File: src/rtl/greyhound_qspi_pkg.sv
// Shared types and constants for the greyhound QSPI flash read controller.
package greyhound_qspi_pkg;

    typedef enum logic [2:0] {
        ST_IDLE  = 3'd0,
        ST_CMD   = 3'd1,
        ST_ADDR  = 3'd2,
        ST_MODE  = 3'd3,
        ST_DUMMY = 3'd4,
        ST_DATA  = 3'd5,
        ST_CSH   = 3'd6
    } qspi_state_e;

    localparam logic [7:0] QSPI_CMD_QREAD  = 8'hEB;
    localparam logic [7:0] QSPI_MODE_BYTE  = 8'hF0;

    localparam logic [4:0] CMD_SCK_CYCLES  = 5'd8;
    localparam logic [4:0] ADDR_SCK_CYCLES = 5'd6;
    localparam logic [4:0] MODE_SCK_CYCLES = 5'd2;
    localparam logic [4:0] DATA_SCK_CYCLES = 5'd8;

    // Nibbles arrive byte 0 first, so byte 0 sits in the top of the assembly register.
    function automatic logic [31:0] byte_swap32(input logic [31:0] w);
        return {w[7:0], w[15:8], w[23:16], w[31:24]};
    endfunction

endpackage

File: src/rtl/greyhound_qspi_flash_ctrl.sv
// Single-word Quad I/O Fast Read (0xEB) controller: one 24-bit address in,
// one little-endian 32-bit word out, SPI mode 0 with SCK at clk/2.
module greyhound_qspi_flash_ctrl
    import greyhound_qspi_pkg::*;
#(
    parameter int DUMMY_CYCLES   = 4,
    parameter int CS_HIGH_CYCLES = 2
) (
    input  logic        clk_i,
    input  logic        rst_ni,
    input  logic        req_i,
    input  logic [23:0] addr_i,
    output logic        ready_o,
    output logic        rvalid_o,
    output logic [31:0] rdata_o,
    output logic        flash_sck,
    output logic        flash_ce_n,
    output logic [3:0]  flash_dout,
    output logic [3:0]  flash_douten,
    input  logic [3:0]  flash_din
);

    qspi_state_e state_r, state_nxt_s;
    logic        phase_r, phase_nxt_s;
    logic [4:0]  cnt_r, cnt_nxt_s;
    logic [31:0] sreg_r, sreg_nxt_s;
    logic [31:0] rx_r, rx_nxt_s;
    logic        sck_r, sck_nxt_s;
    logic        ce_n_r, ce_n_nxt_s;
    logic [3:0]  dout_r, dout_nxt_s;
    logic [3:0]  douten_r, douten_nxt_s;
    logic        rvalid_r, rvalid_nxt_s;
    logic [31:0] rdata_r, rdata_nxt_s;
    logic        ready_r, ready_nxt_s;

    logic [31:0] sreg_sh1_s, sreg_sh4_s, rx_sh_s;
    logic        last_s;

    assign sreg_sh1_s = {sreg_r[30:0], 1'b0};
    assign sreg_sh4_s = {sreg_r[27:0], 4'b0000};
    assign rx_sh_s    = {rx_r[27:0], flash_din};
    assign last_s     = (cnt_r == 5'd0);

    // State and all pad/port outputs are registered.
    always_ff @(posedge clk_i or negedge rst_ni) begin
        if (!rst_ni) begin
            state_r  <= ST_IDLE;
            phase_r  <= 1'b0;
            cnt_r    <= 5'd0;
            sreg_r   <= 32'd0;
            rx_r     <= 32'd0;
            sck_r    <= 1'b0;
            ce_n_r   <= 1'b1;
            dout_r   <= 4'd0;
            douten_r <= 4'd0;
            rvalid_r <= 1'b0;
            rdata_r  <= 32'd0;
            ready_r  <= 1'b1;
        end else begin
            state_r  <= state_nxt_s;
            phase_r  <= phase_nxt_s;
            cnt_r    <= cnt_nxt_s;
            sreg_r   <= sreg_nxt_s;
            rx_r     <= rx_nxt_s;
            sck_r    <= sck_nxt_s;
            ce_n_r   <= ce_n_nxt_s;
            dout_r   <= dout_nxt_s;
            douten_r <= douten_nxt_s;
            rvalid_r <= rvalid_nxt_s;
            rdata_r  <= rdata_nxt_s;
            ready_r  <= ready_nxt_s;
        end
    end

    // Next-state and next-output logic; the bus only advances on the edge ending phase B.
    always_comb begin
        state_nxt_s  = state_r;
        phase_nxt_s  = phase_r;
        cnt_nxt_s    = cnt_r;
        sreg_nxt_s   = sreg_r;
        rx_nxt_s     = rx_r;
        sck_nxt_s    = sck_r;
        ce_n_nxt_s   = ce_n_r;
        dout_nxt_s   = dout_r;
        douten_nxt_s = douten_r;
        rvalid_nxt_s = 1'b0;
        rdata_nxt_s  = rdata_r;
        ready_nxt_s  = ready_r;

        case (state_r)
            ST_IDLE: begin
                if (req_i && ready_r) begin
                    state_nxt_s  = ST_CMD;
                    phase_nxt_s  = 1'b0;
                    cnt_nxt_s    = CMD_SCK_CYCLES - 5'd1;
                    sreg_nxt_s   = {QSPI_CMD_QREAD, addr_i};
                    sck_nxt_s    = 1'b0;
                    ce_n_nxt_s   = 1'b0;
                    dout_nxt_s   = {3'b000, QSPI_CMD_QREAD[7]};
                    douten_nxt_s = 4'b0001;
                    ready_nxt_s  = 1'b0;
                end else begin
                    state_nxt_s  = ST_IDLE;
                end
            end
            ST_CSH: begin
                if (last_s) begin
                    state_nxt_s = ST_IDLE;
                    ready_nxt_s = 1'b1;
                end else begin
                    cnt_nxt_s   = cnt_r - 5'd1;
                end
            end
            ST_CMD, ST_ADDR, ST_MODE, ST_DUMMY, ST_DATA: begin
                if (!phase_r) begin
                    sck_nxt_s   = 1'b1;
                    phase_nxt_s = 1'b1;
                end else begin
                    sck_nxt_s   = 1'b0;
                    phase_nxt_s = 1'b0;
                    cnt_nxt_s   = cnt_r - 5'd1;
                    case (state_r)
                        ST_CMD: begin
                            sreg_nxt_s = sreg_sh1_s;
                            if (last_s) begin
                                state_nxt_s  = ST_ADDR;
                                cnt_nxt_s    = ADDR_SCK_CYCLES - 5'd1;
                                dout_nxt_s   = sreg_sh1_s[31:28];
                                douten_nxt_s = 4'b1111;
                            end else begin
                                dout_nxt_s   = {3'b000, sreg_sh1_s[31]};
                            end
                        end
                        ST_ADDR: begin
                            sreg_nxt_s = sreg_sh4_s;
                            if (last_s) begin
                                state_nxt_s = ST_MODE;
                                cnt_nxt_s   = MODE_SCK_CYCLES - 5'd1;
                                dout_nxt_s  = QSPI_MODE_BYTE[7:4];
                            end else begin
                                dout_nxt_s  = sreg_sh4_s[31:28];
                            end
                        end
                        ST_MODE: begin
                            if (last_s) begin
                                state_nxt_s  = ST_DUMMY;
                                cnt_nxt_s    = 5'(DUMMY_CYCLES - 1);
                                dout_nxt_s   = 4'b0000;
                                douten_nxt_s = 4'b0000;
                            end else begin
                                dout_nxt_s   = QSPI_MODE_BYTE[3:0];
                            end
                        end
                        ST_DUMMY: begin
                            if (last_s) begin
                                state_nxt_s = ST_DATA;
                                cnt_nxt_s   = DATA_SCK_CYCLES - 5'd1;
                            end else begin
                                state_nxt_s = ST_DUMMY;
                            end
                        end
                        ST_DATA: begin
                            rx_nxt_s = rx_sh_s;
                            if (last_s) begin
                                state_nxt_s  = ST_CSH;
                                cnt_nxt_s    = 5'(CS_HIGH_CYCLES - 1);
                                ce_n_nxt_s   = 1'b1;
                                rvalid_nxt_s = 1'b1;
                                rdata_nxt_s  = byte_swap32(rx_sh_s);
                            end else begin
                                state_nxt_s  = ST_DATA;
                            end
                        end
                        default: begin
                            state_nxt_s = ST_IDLE;
                        end
                    endcase
                end
            end
            default: begin
                state_nxt_s  = ST_IDLE;
                phase_nxt_s  = 1'b0;
                sck_nxt_s    = 1'b0;
                ce_n_nxt_s   = 1'b1;
                dout_nxt_s   = 4'b0000;
                douten_nxt_s = 4'b0000;
                ready_nxt_s  = 1'b1;
            end
        endcase
    end

    assign ready_o      = ready_r;
    assign rvalid_o     = rvalid_r;
    assign rdata_o      = rdata_r;
    assign flash_sck    = sck_r;
    assign flash_ce_n   = ce_n_r;
    assign flash_dout   = dout_r;
    assign flash_douten = douten_r;

endmodule

File: config.mk
export PLATFORM = sky130hd
export DESIGN_NAME = greyhound_qspi_flash_ctrl
export DESIGN_NICKNAME = d
export VERILOG_FILES = /design/src/rtl/greyhound_qspi_pkg.sv /design/src/rtl/greyhound_qspi_flash_ctrl.sv
export SDC_FILE = /design/constraint.sdc
export NUM_CORES = 1
export LEC_CHECK = 0
export CAP_MARGIN = 20
export CORE_MARGIN = 3
export CORE_UTILIZATION = 48
export DETAILED_ROUTE_END_ITERATION = 7
export DONT_BUFFER_PORTS = 1
export GPL_TIMING_DRIVEN = 1
export PLACE_DENSITY = 0.67
export SLEW_MARGIN = 20
export SYNTH_ARGS = -nofsm -noshare
export SYNTH_HDL_FRONTEND = slang
export SYNTH_SLANG_ARGS = --single-unit
File: constraint.sdc
create_clock -name clk_i -period 2.63 [get_ports clk_i]
set_input_delay 0.526 -clock clk_i [delete_from_list [all_inputs] [get_ports clk_i]]
set_output_delay 0.526 -clock clk_i [all_outputs]
set_load 0.05 [all_outputs]
## After elaboration in Yosys (flattened, before gate mapping)

Index checks and enable logic that the tools add are counted.

- Memory bits (read-only): 0
- Memories kept: 0
- Bits in latches: 0
- RAM bits: 0
- Register bits after elaboration: 111
- Output and inout port bits: 44
- Logic and storage cells: 95

- Reduce and logical (&&, ||, !) cells: 17
- Equality and inequality tests: 18
- Multiply operators: 0
- Divide/modulo/power cells: 0
- Shift-type cells: 0
- Magnitude comparators: 0
- Bitwise gates (word level): 2
- $add $sub $neg: 1
- Multiplexer cells: 46

Operators by type and width:

| cell | count |
|---|---|
| $pmux W31 S2 | 2 |
| $mux W31 | 2 |
| $pmux W4 S3 | 3 |
| $mux W5 | 7 |
| $mux W4 | 7 |
| $pmux W5 S4 | 1 |
| $reduce_and A4 Y1 | 4 |
| $mux W3 | 5 |
| $ne A3 B3 Y1 const B | 5 |
| $pmux W3 S5 | 1 |
| $pmux W5 S3 | 1 |
| $ne A2 B2 Y1 const B | 6 |
| $mux W1 | 11 |
| $reduce_and A5 Y1 | 2 |
| $eq A3 B3 Y1 const B | 3 |
| $pmux W1 S3 | 3 |
| $pmux W3 S3 | 1 |
| $pmux W4 S2 | 1 |
| $eq A3 B2 Y1 const B | 2 |
| $reduce_and A3 Y1 | 2 |
| $reduce_and A6 Y1 | 1 |
| $logic_not A5 Y1 | 1 |
| $reduce_or A5 Y1 | 1 |
| $sub A5 B1 Y5 const B | 1 |
| 10 further kinds | 11 |

## Longest topological paths before layout

- Depth in word-level cells: 5
- Depth in mapped cells: 8
- Gate-level depth less buffers: 7

## Worst setup path after synthesis

Ideal clock, no wire load.

- Path kind: flip-flop to flip-flop
- Start point: register, netlist name flash_sck
- End point: register dout_r[0], in the netlist flash_dout[0]
- Arrival time: 1899 ps
- Cell stages (with the launch flop): 7
- Slack: 606 ps
- Required time: 2505 ps
- Buffers on the path: 1
- Cells stage by stage: dfrtp_1 buf_2 nor2b_1 o21ai_2 nand2_1 a21oi_1 mux2_2

RTL lines:

| item | RTL line | RTL |
|---|---|---|
| end signal, assigned | greyhound_qspi_flash_ctrl.sv:67 | `dout_r <= dout_nxt_s;` |
| end, declared | greyhound_qspi_flash_ctrl.sv:30 | `logic [3:0] dout_r, dout_nxt_s;` |

## Final worst setup path

- Start point: register cnt_r[0]
- End point: register rdata_r[7], in the netlist rdata_o[7]

- Cells in the longest elaborated chain, start to end: 2

Ends and longest elaborated chain:

| item | RTL line | RTL |
|---|---|---|
| start, declared | greyhound_qspi_flash_ctrl.sv:25 | `logic [4:0] cnt_r, cnt_nxt_s;` |
| start signal, assigned | greyhound_qspi_flash_ctrl.sv:62 | `cnt_r <= cnt_nxt_s;` |
| $logic_not A5 Y1 | greyhound_qspi_flash_ctrl.sv:42 | `assign last_s = (cnt_r == 5'd0);` |
| $reduce_and A4 Y1 (no source line) | -- |  |
| end signal, assigned | greyhound_qspi_flash_ctrl.sv:70 | `rdata_r <= rdata_nxt_s;` |
| end, declared | greyhound_qspi_flash_ctrl.sv:33 | `logic [31:0] rdata_r, rdata_nxt_s;` |

Every way passes these cells.
A chain may end at the register's enable or synchronous reset.

==> metrics <==
result of the run finished, violations left; violations in the final reports hold timing; layout filler cell count 913; post-route insts no fill 578; htree depth 3; library cell used as clock root buffer sky130_fd_sc_hd__clkbuf_8; # IOs 75; placer's final routability congestion estimate 0.863; smallest hold slack -162 ps; first-pass GRT wire length 15,900 µm; pin count of the biggest net entering global routing 110; relative contribution of sequential cells to total power 61.5%; total routing usage reported by global routing 16.6%; Total Wirelength 9640 µm; Overflow after GRT 0; Critical Path RT 2880 ps; relative contribution of the clock network to total power 38.3%; final design utilization 52.4%; critical path class reg2reg; Max Clk Rate 417 MHz; share of the clock period used by the worst path 91.3%; final HPWL from detailed placement 6510 µm; worst hold-check path type in2async; nets 471; vias in the first global route 3,200; initial antenna violation count 0; Max-cap violations 0; Yosys warning total 0; largest fanout on the critical path 25; number of port buffers 0; path length in cells of the critical path 6; fraction of power consumed by combinational cells 0.1%; post-synth net total 478; CTS tree yes; Initial Utilization 49.6%; switching power summed over all nets 595 µW; RSZ-0062 raised after global routing no; buffer depth of the longest clock path 2; number of slew-limit violations in the final report 0; Placed Instances 563; LEAKAGE 2.52 nW; critical path startpoint category register; maximum cell stage delay along the critical path 690 ps; diode insertion count for antenna repair 0; Synth Cell Area 0.00515 mm²; post-layout minimum cycle time 2400 ps; count of antenna-violating nets left after detailed routing 0; Die Wd 110 µm; number of endpoints with negative hold slack in the final report 107; Mapped Cells 445; floorplan core area 0.0104 mm²; final sum of negative setup slack 0 ps; routed vias 3,249; switching portion of total power 21.8%; power density over the cells 503 mW/mm²; violation count after the first detailed-route iteration 227; worst-path cell chain inv_1 -> ha_1 -> or4b_1 -> nor2_8 -> buf_12 -> mux2_4; Worst Reg-to-Reg Cells 6; final setup violation count 0; y dimension of the die 110 µm; fraction of layout instances using a drive strength above 1 23.1%; Avg Synthesized Cell Area 11.6 µm²; share of the yosys chip area belonging to registers 53.1%; drc violations 0; Area Growth Syn to Fin 5.59%; first drt pass iteration count 5; CP delay by family, top simple AND/OR/NAND/NOR gates; number of sinks handled by clock tree synthesis 109; pin slew with the least headroom to its limit 609 ps; P_int 2.14 mW; full die area 0.0120 mm²; number of CTS-inserted buffers 9; Layout Skew 10.8 ps; post-cts resize count 0; routed vias/inst 5.62; endpoint type of the worst setup path register; launching instance or port of the critical path cnt_r[0]$_DFFE_PN0P_; Post CTS Setup Buffer Count 0; mean routed wirelength per cell 16.7 µm; start of the worst register-to-register path cnt_r[0]$_DFFE_PN0P_; number of synthesized register bits 109; Buf/Inv on CP 2; std cell rows 37; critical-path cell with the highest stage delay sky130_fd_sc_hd__or4b_1; number of distinct library cells after synthesis 48; later-pin clock latency in the skew report 370 ps; clock slew at the register clock pins of the worst setup and hold paths 110 ps; critical path data arrival time 2650 ps; peak supply drop 0.310 mV; worst rel slew slack 59.4%
==> layout make-up <==
| type | count | area [µm²] | area share (%) |
|---|---|---|---|
| Clock buffer | 9 | 124 | 2.28 |
| Clock inverter | 6 | 82.6 | 1.52 |
| Inverter | 7 | 26.3 | 0.484 |
| Multi-Input combinational cell | 299 | 2190 | 40.2 |
| Sequential cell | 109 | 2730 | 50.2 |
| Tap cell | 136 | 170 | 3.13 |
| Timing Repair Buffer | 12 | 115 | 2.12 |
==> synth_stat cells, drive strengths merged <==
cell type	instances	area, µm²
dfrtp	107	2680
mux2	65	841
nand2	55	206
o21ai	44	228
a21oi	35	175
nor2	32	136
buf	22	179
mux2i	21	210
clkbuf	8	30.0
inv	5	18.8
o22ai	5	31.3
a22oi	4	30.0
nand3	3	15.0
o311ai	3	26.3
o31ai	3	22.5
a211oi	2	15.0
clkinv	2	7.51
dfstp	2	52.6
ha	2	25.0
nand4	2	12.5
nor2b	2	12.5
o211ai	2	20.0
a2111oi	1	8.76
a21boi	1	7.51
a21o	1	7.51
a22o	1	8.76
a31oi	1	6.26
a32oi	1	8.76
mux4	1	22.5
nand2b	1	6.26
nor3	1	5.00
nor3b	1	7.51
nor4b	1	15.0
o2111a	1	11.3
o21a	1	7.51
o221a	1	11.3
o32a	1	10.0
or2	1	6.26
or3	1	6.26
or4	1	7.51
or4b	1	10.0
==> sequential cells by signal (all words and copies together) (netlist names) <==
| signal | flops |
|---|---|
| flash_sck | 1 |
| sreg_r | 31 |
| flash_ce_n | 1 |
| cnt_r | 5 |
| flash_dout | 4 |
| state_r | 3 |
| rx_r | 28 |
| ready_o | 1 |
| rdata_o | 32 |
| flash_douten | 2 |
| rvalid_o | 1 |
==> stage by stage <==
stage / area (µm²) / worst slack (ps) / power [mW] / hold slack, ps
2_1_floorplan: 5150 / 606 / 1.72 / 230
3_5_place_dp: 5230 / 233 / 1.72 / 233
6_report: 5430 / 229 / 2.73 / -162
4_1_cts: 5430 / 221 / 2.77 / -181
3_3_place_gp: 5230 / 354 / 1.72 / 235
5_1_grt: 5430 / 138 / 2.85 / -209
==> power by group through the flow <==
stage	logic, mW	registers [mW]	clock network (mW)
floorplan	0.00335	1.71	0
global placement	0.00345	1.71	0
detailed placement	0.00368	1.71	0
CTS	0.00372	1.68	1.09
global route	0.00390	1.68	1.16
finish	0.00362	1.68	1.05
==> layout by cell type (no fill, tap or decap), types with 2 or more instances in the layout <==
cell type | synthesis | routed
sky130_fd_sc_hd__nand4_1 | 2 | 2
sky130_fd_sc_hd__buf_4 | 7 | 10
sky130_fd_sc_hd__a211oi_1 | 2 | 2
sky130_fd_sc_hd__nand3_1 | 3 | 3
sky130_fd_sc_hd__mux2_2 | 36 | 36
sky130_fd_sc_hd__mux2i_1 | 21 | 21
sky130_fd_sc_hd__o311ai_0 | 3 | 3
sky130_fd_sc_hd__mux2_4 | 29 | 29
sky130_fd_sc_hd__nor2b_1 | 2 | 2
sky130_fd_sc_hd__buf_12 | 3 | 2
sky130_fd_sc_hd__dfstp_2 | 2 | 2
sky130_fd_sc_hd__o22ai_1 | 5 | 5
sky130_fd_sc_hd__nor2_1 | 31 | 31
sky130_fd_sc_hd__o21ai_2 | 2 | 2
sky130_fd_sc_hd__a22oi_1 | 4 | 4
sky130_fd_sc_hd__nand2_1 | 55 | 55
sky130_fd_sc_hd__clkinv_1 | 2 | 2
sky130_fd_sc_hd__clkbuf_8 | 0 | 9
sky130_fd_sc_hd__ha_1 | 2 | 2
sky130_fd_sc_hd__o31ai_1 | 3 | 3
sky130_fd_sc_hd__dfrtp_1 | 107 | 107
sky130_fd_sc_hd__o21ai_0 | 42 | 42
sky130_fd_sc_hd__a21oi_1 | 35 | 35
sky130_fd_sc_hd__inv_1 | 5 | 5
==> path summary, 6_finish.rpt <==
kind,to,slack [ps]
max,rdata_o[7]$_DFFE_PN0P_,230
min,rdata_o[6]$_DFFE_PN0P_,-160
max reg2reg,rdata_o[7]$_DFFE_PN0P_,230
min reg2reg,rdata_o[4]$_DFFE_PN0P_,510
max in group asynchronous,ready_o$_DFFE_PN1P_,2570
min in group clk_i,sreg_r[0]$_DFFE_PN0P_,300
==> per-layer routing <==
metal	routed length, µm	GRT usage [%]	up-vias
met5	0	0	-
met4	98	4.01	0
met3	590	5.75	9
met2	4700	27.1	78
met1	4250	21.4	1607
li1	-	-	1555
==> kinds of logic after synthesis <==
group	share of synthesized area (%)
flops	53.1
compound gates	12.4
simple gates	8.68
mux	20.9
buf+inv	4.57
fa+ha+maj	0.486
Note: power is estimated with default switching activity, not from simulation.
